[src/rtl/isa_pkg.sv]
// ISA definitions shared by the issue controller: field layout, opcode
// classes and the writeback bus format.
package isa_pkg;

    localparam int RD_W = 3;

    localparam logic [3:0] OP_NOP     = 4'h0;
    localparam logic [3:0] OP_WR_LO   = 4'h1;
    localparam logic [3:0] OP_WR_HI   = 4'h9;
    localparam logic [3:0] OP_STORE_A = 4'hA;
    localparam logic [3:0] OP_STORE_B = 4'hB;
    localparam logic [3:0] OP_BR_LO   = 4'hC;

    localparam int OP_MSB  = 15;
    localparam int OP_LSB  = 12;
    localparam int IMM_BIT = 11;
    localparam int RD_MSB  = 10;
    localparam int RD_LSB  = 8;
    localparam int RS1_MSB = 7;
    localparam int RS1_LSB = 5;
    localparam int RS2_MSB = 4;
    localparam int RS2_LSB = 2;

    localparam int WB_INVALID_BIT = 19;

    typedef struct packed {
        logic [3:0]      op;
        logic            imm;
        logic [RD_W-1:0] rd;
        logic [RD_W-1:0] rs1;
        logic [RD_W-1:0] rs2;
    } instr_t;

    // Writeback bus: the top bit is an active-low valid.
    typedef struct packed {
        logic            inv;
        logic [15:0]     val;
        logic [RD_W-1:0] rd;
    } wb_t;

    function automatic instr_t decode(input logic [15:0] raw);
        instr_t d;
        d.op  = raw[OP_MSB:OP_LSB];
        d.imm = raw[IMM_BIT];
        d.rd  = raw[RD_MSB:RD_LSB];
        d.rs1 = raw[RS1_MSB:RS1_LSB];
        d.rs2 = raw[RS2_MSB:RS2_LSB];
        return d;
    endfunction

    function automatic logic writes_rd(input logic [3:0] op);
        return (op >= OP_WR_LO) && (op <= OP_WR_HI);
    endfunction

    function automatic logic is_branch(input logic [3:0] op);
        return op >= OP_BR_LO;
    endfunction

    // Stores read rd as their data source instead of writing it.
    function automatic logic is_store(input logic [3:0] op);
        return (op == OP_STORE_A) || (op == OP_STORE_B);
    endfunction

    function automatic logic uses_rs2(input instr_t i);
        return !i.imm;
    endfunction

endpackage

[src/rtl/issue_scoreboard_ctrl_hazard_check.sv]
// Per-slot readiness against the scoreboard: source operands (with
// writeback forwarding) and the write-after-write check on rd.
module hazard_check
    import isa_pkg::*;
#(
    parameter int NREG = 8
) (
    input  instr_t                     ins_i,
    input  logic [NREG-1:0]            pend_i,
    input  logic [1:0]                 wb_vld_i,
    input  logic [1:0][RD_W-1:0]       wb_rd_i,
    output logic                       src_ok_o,
    output logic                       waw_ok_o
);

    logic [NREG-1:0] rdy;

    // A register is usable if not pending or being written back right now.
    always_comb begin
        rdy = ~pend_i;
        for (int k = 0; k < 2; k++) begin
            if (wb_vld_i[k]) rdy[wb_rd_i[k]] = 1'b1;
        end
    end

    assign src_ok_o = rdy[ins_i.rs1]
                    & (~uses_rs2(ins_i)     | rdy[ins_i.rs2])
                    & (~is_store(ins_i.op)  | rdy[ins_i.rd]);

    assign waw_ok_o = ~writes_rd(ins_i.op) | rdy[ins_i.rd];

endmodule

[src/rtl/issue_scoreboard_ctrl.sv]
// Dual-issue in-order issue controller with a pending-write scoreboard,
// writeback clearing, branch-flush rollback and a stall watchdog.
module issue_scoreboard_ctrl
    import isa_pkg::*;
#(
    parameter int NREG    = 8,
    parameter int TIMEOUT = 64
) (
    input  logic            clk,
    input  logic            reset,
    input  logic [15:0]     instr0,
    input  logic            valid0,
    input  logic [15:0]     instr1,
    input  logic            valid1,
    input  logic [19:0]     wb0,
    input  logic [19:0]     wb1,
    input  logic            is_branch_taken,
    output logic            issue0,
    output logic            issue1,
    output logic            stall0,
    output logic            stall1,
    output logic [NREG-1:0] pending,
    output logic            timeout_err
);

    localparam int CNT_W = $clog2(TIMEOUT + 1);

    instr_t [1:0]          ins;
    wb_t                   w0, w1;
    logic [1:0]            wb_vld;
    logic [1:0][RD_W-1:0]  wb_rd;
    logic [1:0]            src_ok, waw_ok;
    logic                  wr0, wr1, raw01, waw01;

    logic [NREG-1:0]       pending_q, pending_d;
    logic [1:0]            iss_vld_q, iss_vld_d;
    logic [1:0][RD_W-1:0]  iss_rd_q, iss_rd_d;
    logic [CNT_W-1:0]      cnt_q, cnt_d;
    logic                  err_q;

    assign ins[0] = decode(instr0);
    assign ins[1] = decode(instr1);
    assign w0     = wb_t'(wb0);
    assign w1     = wb_t'(wb1);
    assign wb_vld = {~w1.inv, ~w0.inv};
    assign wb_rd  = {w1.rd, w0.rd};

    // Forwarded values and the reserved instruction bits are decode's concern.
    logic unused_bits;
    assign unused_bits = ^{w0.val, w1.val, instr0[1:0], instr1[1:0]};

    for (genvar s = 0; s < 2; s++) begin : g_slot
        hazard_check #(.NREG(NREG)) u_hz (
            .ins_i    (ins[s]),
            .pend_i   (pending_q),
            .wb_vld_i (wb_vld),
            .wb_rd_i  (wb_rd),
            .src_ok_o (src_ok[s]),
            .waw_ok_o (waw_ok[s])
        );
    end

    assign wr0 = writes_rd(ins[0].op);
    assign wr1 = writes_rd(ins[1].op);

    // Slot 1 may not consume or overwrite what slot 0 produces this cycle.
    assign raw01 = wr0 & ( (ins[1].rs1 == ins[0].rd)
                         | (uses_rs2(ins[1])    & (ins[1].rs2 == ins[0].rd))
                         | (is_store(ins[1].op) & (ins[1].rd  == ins[0].rd)) );
    assign waw01 = wr0 & wr1 & (ins[1].rd == ins[0].rd);

    assign issue0 = ~reset & valid0 & src_ok[0] & waw_ok[0] & ~is_branch_taken;
    assign issue1 = issue0 & valid1 & src_ok[1] & waw_ok[1]
                  & ~raw01 & ~waw01 & ~is_branch(ins[0].op);
    assign stall0 = ~reset & valid0 & ~issue0;
    assign stall1 = ~reset & valid1 & ~issue1;

    // Next scoreboard: writeback clears, flush rollback, then issue sets win.
    always_comb begin
        pending_d = pending_q;
        for (int k = 0; k < 2; k++) begin
            if (wb_vld[k]) pending_d[wb_rd[k]] = 1'b0;
        end
        if (is_branch_taken) begin
            for (int k = 0; k < 2; k++) begin
                if (iss_vld_q[k]) pending_d[iss_rd_q[k]] = 1'b0;
            end
        end
        if (issue0 && wr0) pending_d[ins[0].rd] = 1'b1;
        if (issue1 && wr1) pending_d[ins[1].rd] = 1'b1;
        // Nothing issues on a flush, so this also empties the tracking set.
        iss_vld_d = {issue1 & wr1, issue0 & wr0};
        iss_rd_d  = {ins[1].rd, ins[0].rd};
    end

    // Consecutive slot-0 stall cycles, saturating at TIMEOUT.
    always_comb begin
        cnt_d = '0;
        if (valid0 && !issue0) begin
            cnt_d = (cnt_q == CNT_W'(TIMEOUT)) ? cnt_q : cnt_q + 1'b1;
        end
    end

    // Scoreboard and last-cycle issued-writer tracking.
    always_ff @(posedge clk or posedge reset) begin
        if (reset) begin
            pending_q <= '0;
            iss_vld_q <= '0;
            iss_rd_q  <= '0;
        end else begin
            pending_q <= pending_d;
            iss_vld_q <= iss_vld_d;
            iss_rd_q  <= iss_rd_d;
        end
    end

    // Stall watchdog with a sticky error flag.
    always_ff @(posedge clk or posedge reset) begin
        if (reset) begin
            cnt_q <= '0;
            err_q <= 1'b0;
        end else begin
            cnt_q <= cnt_d;
            if (cnt_d == CNT_W'(TIMEOUT)) err_q <= 1'b1;
        end
    end

    assign pending     = pending_q;
    assign timeout_err = err_q;

endmodule

[config.mk]
export PLATFORM = sky130hd
export DESIGN_NAME = issue_scoreboard_ctrl
export DESIGN_NICKNAME = d
export VERILOG_FILES = /design/src/rtl/isa_pkg.sv /design/src/rtl/issue_scoreboard_ctrl_hazard_check.sv /design/src/rtl/issue_scoreboard_ctrl.sv
export SDC_FILE = /design/constraint.sdc
export NUM_CORES = 1
export LEC_CHECK = 0
export CELL_PAD_IN_SITES_DETAIL_PLACEMENT = 0
export CELL_PAD_IN_SITES_GLOBAL_PLACEMENT = 1
export CORE_MARGIN = 1.5
export CORE_UTILIZATION = 31
export CTS_CLUSTER_DIAMETER = 80
export DETAILED_ROUTE_END_ITERATION = 6
export PLACE_DENSITY_LB_ADDON = 0.3
export SYNTH_ARGS = -nofsm -noshare
export SYNTH_HDL_FRONTEND = slang
export SYNTH_HIERARCHICAL = 1
export SYNTH_SLANG_ARGS = --single-unit
[constraint.sdc]
create_clock -name clk -period 3.1 [get_ports clk]
set_input_delay 0.465 -clock clk [delete_from_list [all_inputs] [get_ports clk]]
set_output_delay 0.465 -clock clk [all_outputs]
set_load 0.01 [all_outputs]
# [After elaboration in Yosys (flattened, before gate mapping)]
# Cells that the tools add are included.
[word_totals] ff_bits=24 in_bits=77 output_inout_bits=13 elab_cells=144
[op_classes] add_sub_neg=1 order_cmp=21 eq_ne=9 mux=36 bitwise=56 n_reduce_logical=15
[ops] cell="2-to-1 mux 8 bit" n=10
[ops] cell="less-than comparator 3 x 4 -> 1 bit (second input constant)" n=10
[ops] cell="inverter 8 bit" n=5
[ops] cell="AND 8 bit" n=4
[ops] cell="bitwise OR 8 bit" n=4
[ops] cell="AND 1 bit" n=24
[ops] cell="binary-select mux 1 bit (select 3 bit)" n=6
[ops] cell="demux 1 bit (select 3 bit)" n=6
[ops] cell=">= comparator 3 x 1 -> 1 bit (second input constant)" n=6
[ops] cell="== test 4 bit (second input constant)" n=4
[ops] cell="== test 7 bit (second input constant)" n=2
[ops] cell="2-to-1 mux 7 bit" n=2
[ops] cell="2-to-1 mux 1 bit" n=12
[ops] cell="logical AND 1 bit" n=11
[ops] cell="inverter 1 bit" n=11
[ops] cell="== test 3 bit" n=3
[ops] cell=">= comparator 4 x 1 -> 1 bit (second input constant)" n=2
[ops] cell="less-or-equal comparator 4 bit (second input constant)" n=2
[ops] cell="bitwise OR 1 bit" n=8
[ops] cell="adder 7 x 1 -> 7 bit (second input constant)" n=1
[ops] cell=">= comparator 4 bit (second input constant)" n=1
[ops] cell="logical NOT 1 bit" n=2
[ops] cell="logical OR 1 bit" n=2

# [Depth between registers and ports, before layout]
# Gate-level depths: netlist (run 1).
[logic_depth] word_depth=24 mapped_depth=12 depth_no_buf=10

# [Hierarchy]
# The synthesis (run 1) kept the hierarchy.
[by_module_without_submodules] module="issue_scoreboard_ctrl" n_inst=1 cells_each=188 area_per_inst_um2=1774.2 seq_area_each_um2=600.6
[by_module_without_submodules] module="hazard_check" n_inst=2 cells_each=51 area_per_inst_um2=436.7 seq_area_each_um2=0.0

# [Worst setup path before layout (run 1)]
# No wires, ideal clock.
[synth_path] kind="input to output" startpoint="input wb1[19]" endpoint="output issue1" arrival_ns=3.027 t_required_ns=2.635 path_slack_ns=-0.392 path_stages=11 n_path_buf=2 path_cell_list="clkbuf_1 > inv_1 > or4b_1 > nand3_2 > mux4_1 > mux2i_1 > a211oi_2 > nor4bb_1 > and4_1 > buf_2 > nor3b_1"
[synth_via] elab_chain_len=15 word_cells_on_any_way=32 cone_classes="13 x mux; 19 x bitwise"
[synth_rtl] item="start, declared" line="issue_scoreboard_ctrl.sv:16" source="input logic [19:0] wb1,"
[synth_rtl] item="2-to-1 mux 8 bit *" line="issue_scoreboard_ctrl_hazard_check.sv:22" source="if (wb_vld_i[k]) rdy[wb_rd_i[k]] = 1'b1;"
[synth_rtl] item="binary-select mux 1 bit (select 3 bit)" line="issue_scoreboard_ctrl_hazard_check.sv:27" source="& (~uses_rs2(ins_i) | rdy[ins_i.rs2])"
[synth_rtl] item="2-to-1 mux 1 bit (implied by the code)" line="issue_scoreboard_ctrl_hazard_check.sv:27"
[synth_rtl] item="bitwise OR 1 bit" line="issue_scoreboard_ctrl_hazard_check.sv:27"
[synth_rtl] item="AND 1 bit" line="issue_scoreboard_ctrl_hazard_check.sv:27"
[synth_rtl] item="AND 1 bit *" line="issue_scoreboard_ctrl_hazard_check.sv:28" source="& (~is_store(ins_i.op) | rdy[ins_i.rd]);"
[synth_rtl] item="net src_ok[0]" line="issue_scoreboard_ctrl.sv:32" source="logic [1:0] src_ok, waw_ok;"
[synth_rtl] item="AND 1 bit * (3 in a row)" line="issue_scoreboard_ctrl.sv:72" source="assign issue0 = ~reset & valid0 & src_ok[0] & waw_ok[0] & ~is_branch_taken;"
[synth_rtl] item="AND 1 bit * (3 in a row)" line="issue_scoreboard_ctrl.sv:73" source="assign issue1 = issue0 & valid1 & src_ok[1] & waw_ok[1]"
[synth_rtl] item="AND 1 bit * (3 in a row)" line="issue_scoreboard_ctrl.sv:74" source="& ~raw01 & ~waw01 & ~is_branch(ins[0].op);"
[synth_rtl] item="end, declared" line="issue_scoreboard_ctrl.sv:19" source="output logic issue1,"
# Mark *: on every way through the listed nets, which the timed path passes. The rest lies on a longest branch. The select of a mux whose other input is x is not followed.

# [Final worst setup path (run 1)]
[layout_path] startpoint="input wb0[0]" endpoint="output issue1"
[layout_via] elab_chain_len=22 word_cells_on_any_way=40 cone_classes="2 x order compare; 16 x mux; 21 x bitwise; 1 x reduce/logical"
[layout_rtl] item="start, declared" line="issue_scoreboard_ctrl.sv:15" source="input logic [19:0] wb0,"
[layout_rtl] item="less-than comparator 3 x 4 -> 1 bit (implied by the code) / >= comparator 3 x 1 -> 1 bit (equally long branches)" line="issue_scoreboard_ctrl_hazard_check.sv:22"
[layout_rtl] item="logical AND 1 bit (implied by the code)" line="issue_scoreboard_ctrl_hazard_check.sv:22"
[layout_rtl] item="2-to-1 mux 1 bit (implied by the code)" line="issue_scoreboard_ctrl_hazard_check.sv:22"
[layout_rtl] item="demux 1 bit (select 3 bit) *"
[layout_rtl] item="bitwise OR 8 bit (no line) *"
[layout_rtl] item="2-to-1 mux 8 bit *" line="issue_scoreboard_ctrl_hazard_check.sv:22"
[layout_rtl] item="bitwise OR 8 bit (no line)"
[layout_rtl] item="2-to-1 mux 8 bit *" line="issue_scoreboard_ctrl_hazard_check.sv:22"
[layout_rtl] item="binary-select mux 1 bit (select 3 bit)" line="issue_scoreboard_ctrl_hazard_check.sv:27"
[layout_rtl] item="2-to-1 mux 1 bit (implied by the code)" line="issue_scoreboard_ctrl_hazard_check.sv:27"
[layout_rtl] item="bitwise OR 1 bit" line="issue_scoreboard_ctrl_hazard_check.sv:27"
[layout_rtl] item="AND 1 bit" line="issue_scoreboard_ctrl_hazard_check.sv:27"
[layout_rtl] item="AND 1 bit *" line="issue_scoreboard_ctrl_hazard_check.sv:28"
[layout_rtl] item="net src_ok[0]" line="issue_scoreboard_ctrl.sv:32"
[layout_rtl] item="AND 1 bit * (3 in a row)" line="issue_scoreboard_ctrl.sv:72"
[layout_rtl] item="AND 1 bit * (3 in a row)" line="issue_scoreboard_ctrl.sv:73"
[layout_rtl] item="AND 1 bit * (3 in a row)" line="issue_scoreboard_ctrl.sv:74"
# Marks and branches as above.

==> run summary, run 1 <==
Hold WS: 0.491 ns
CTS buffer count: 3
Overall Global Routing Usage: 19.9%
Max VDD drop: 0.219 mV
share of layout cells above drive strength 1: 30.9%
PortBufs: 53
Final Setup Violations: 2
Seq cells post-synth: 24
Seq/Total Area, Yosys: 22.7%
post-route minimum period: 3.27 ns
Worst EP arrival: 2.80 ns
Max Cap Viol: 0
final estimated routing congestion in global placement: 0.856
Cells after Synth: 290
count leader, synth: dfrtp_1
critical path class: input pin to output port
Leak Pwr: 1.60 nW
top cell type's share of synthesized area: 22.7%
# fillers: 794
Die H: 95.4 um
die width: 95.4 um
initial antenna violation count: 0
cell area after synthesis: 2650 um^2
Routed Antenna Nets: 0
EDFF count, synth: 0
Iteration-0 DRC Markers: 129
first-pass GRT wire length: 14,200 um
total wire length: 8860 um
DR WL/cell: 17.1 um
area leader, netlist: dfrtp_1
Synth Flop Type: dfrtp_1
DRC viols: 0
Core ar.: 8260 um^2
Worst setup EP type: output port
Final WS setup: -0.166 ns
Distinct cells, synth: 57
Post-Layout Inst Area: 4080 um^2
Worst slew margin: 58.0%
Pwr Total: 0.00107 W
root buffer cell: clkbuf_8
pwr dens: 261 nW/um^2
DR vias/cell: 5.66
Skew-Pair Late Insertion Delay: 0.26 ns
initial core utilization: 32.1%
DRT Pass-1 Iters: 4
Max clock buf depth: 2
I/O pin total: 90
Inserted Diodes: 0
Die ar.: 9100 um^2
RSZ-0062 raised after global routing: yes
ys async rst share: 100%
skew final: 0.00482 ns
syn_nets: 369
placed standard-cell area: 3810 um^2
placed insts: 508
CP startpoint kind: input pin
Final HPWL DP: 6940 um
H-tree depth: 1
worst slew pin tran: 0.627 ns
Fin. Hold Viols: 0
TritonCTS clock tree: yes
Tcrit/Tclk final: 105%
Finished Layout Cells: 519
Yosys Warn Count: 6
top cells by count, synth: dfrtp_1 (24), inv_1 (18), nand3_1 (15)
outcome: complete, but fails checks
Vias: 2,936
failing checks: negative setup slack
Rows: 33
clk sink count: 24
Mean Syn Cell Area: 9.13 um^2
layout overhead on the synthesized area: 54.2%
Max Fanout on Critical Path: 6
pin count of the biggest net entering global routing: 25
Worst Hold Class: register to register
fin nets: 494
clock transition at the registers of the reported paths: 0.08 ns
Slew Viols, Final: 0
global route overflow: 0
Worst EP required: 2.63 ns
Area contributors post-synth: dfrtp_1 (23%), nand4b_1 (4.6%), nor4bb_1 (4.5%)
Total Neg Setup Slack: -0.278 ns
Max Clk Rate: 306 MHz
vias in the first global route: 2,866
where the power goes:
| part | switching [W] | internal [W] | total [W] |
|---|---|---|---|
| Sequential | 0.0000269 | 0.000330 | 0.000357 |
| Combinational | 0.000199 | 0.000242 | 0.000440 |
| Clock | 0.0000964 | 0.000172 | 0.000269 |
| Total | 0.000322 | 0.000744 | 0.00107 |
final cells by class:
class                      count  area [um^2]  share of cell area (%)
tap                          105          131                    3.22
inverter                      18         75.1                    1.84
clock buffer                   3         41.3                    1.01
multi-input combinational    237         2050                    50.1
timing repair buffer         131         1160                    28.3
clock inverter                 1         30.0                   0.736
sequential                    24          601                    14.7
registers in the layout, summed over array words and instances (netlist names):
name         flops
iss_rd_q         6
timeout_err      1
cnt_q            7
pending          8
iss_vld_q        2
cells in the final DEF, fill, tap and decap left out, types with 11 or more instances in the layout:
cell / Yosys / routed
buf_4: 0 / 70
buf_6: 2 / 11
clkdlybuf4s50_1: 0 / 38
dfrtp_1: 24 / 24
inv_1: 18 / 16
nand2_1: 12 / 12
nand3_1: 15 / 15
nand4_1: 13 / 13
nand4b_1: 14 / 14
nor2_1: 14 / 14
nor4bb_1: 12 / 11
o21ai_0: 13 / 13
worst paths after layout:
kind / start / to / slack [ns] / cells after the start
setup / recovery: wb0[0] / issue1 / -0.17 / 11
hold / removal: timeout_err$_DFFE_PP0N_ / timeout_err$_DFFE_PP0N_ / 0.49 / 1
setup reg to reg: pending[1]$_DFF_PP0_ / pending[4]$_DFF_PP0_ / 0.45 / 11
hold reg to reg: timeout_err$_DFFE_PP0N_ / timeout_err$_DFFE_PP0N_ / 0.49 / 1
max in group asynchronous: reset / pending[2]$_DFF_PP0_ / 2.17 / 3
min in group asynchronous: reset / cnt_q[4]$_DFF_PP0_ / 0.68 / 3
metal layers:
| metal | up-vias | GRT usage [%] | part of all wire, % |
|---|---|---|---|
| met4 | 0 | 3.06 | 1.0 |
| met1 | 1393 | 29.8 | 49 |
| met2 | 85 | 30.8 | 46 |
| li1 | 1450 | - | - |
| met5 | - | 0 | 0 |
| met3 | 8 | 2.55 | 4.6 |
repair_timing:
item / CTS / global route
gates resized for setup: 70 / 25
pin swaps: 7 / 13
setup endpoints to repair: 10 / 3
cloned: 1 / 0
hold buffers: 0 / 0
buffers inserted: 2 / 4
metrics by stage:
step / worst slack, ns / utilization (%)
2_1_floorplan: 0.00481 / -
6_report: -0.166 / 49.4
3_3_place_gp: -1.02 / 46.1
3_5_place_dp: -0.981 / 46.1
5_1_grt: -0.270 / 49.4
4_1_cts: -0.167 / 47.8
critical path, stage by stage:
cell,delay (ns)
buf_8,0.11
or4b_4,0.55
nand3_4,0.11
mux4_2,0.25
o22ai_2,0.07
a211oi_2,0.22
nor4bb_4,0.26
and4_4,0.27
buf_6,0.10
nor3b_4,0.22
buf_2,0.18
cells by family (layout without fill, tap and decap cells):
logic type	Yosys count	after routing	synth area share, %
simple gates	146	146	39.5
buf+inv	29	153	4.87
fa+ha+maj	2	2	0.945
flops	24	24	22.7
xor+xnor	14	14	4.63
mux	12	12	8.88
compound gates	63	63	18.5
Power figures use the tool's default switching activity.
==> run 2: changes to the inputs <==
CAP_MARGIN = 5   (was unset)
==> results of run 2 <==
Same layout as run 1: the final DEF is identical, and so are final timing and power.
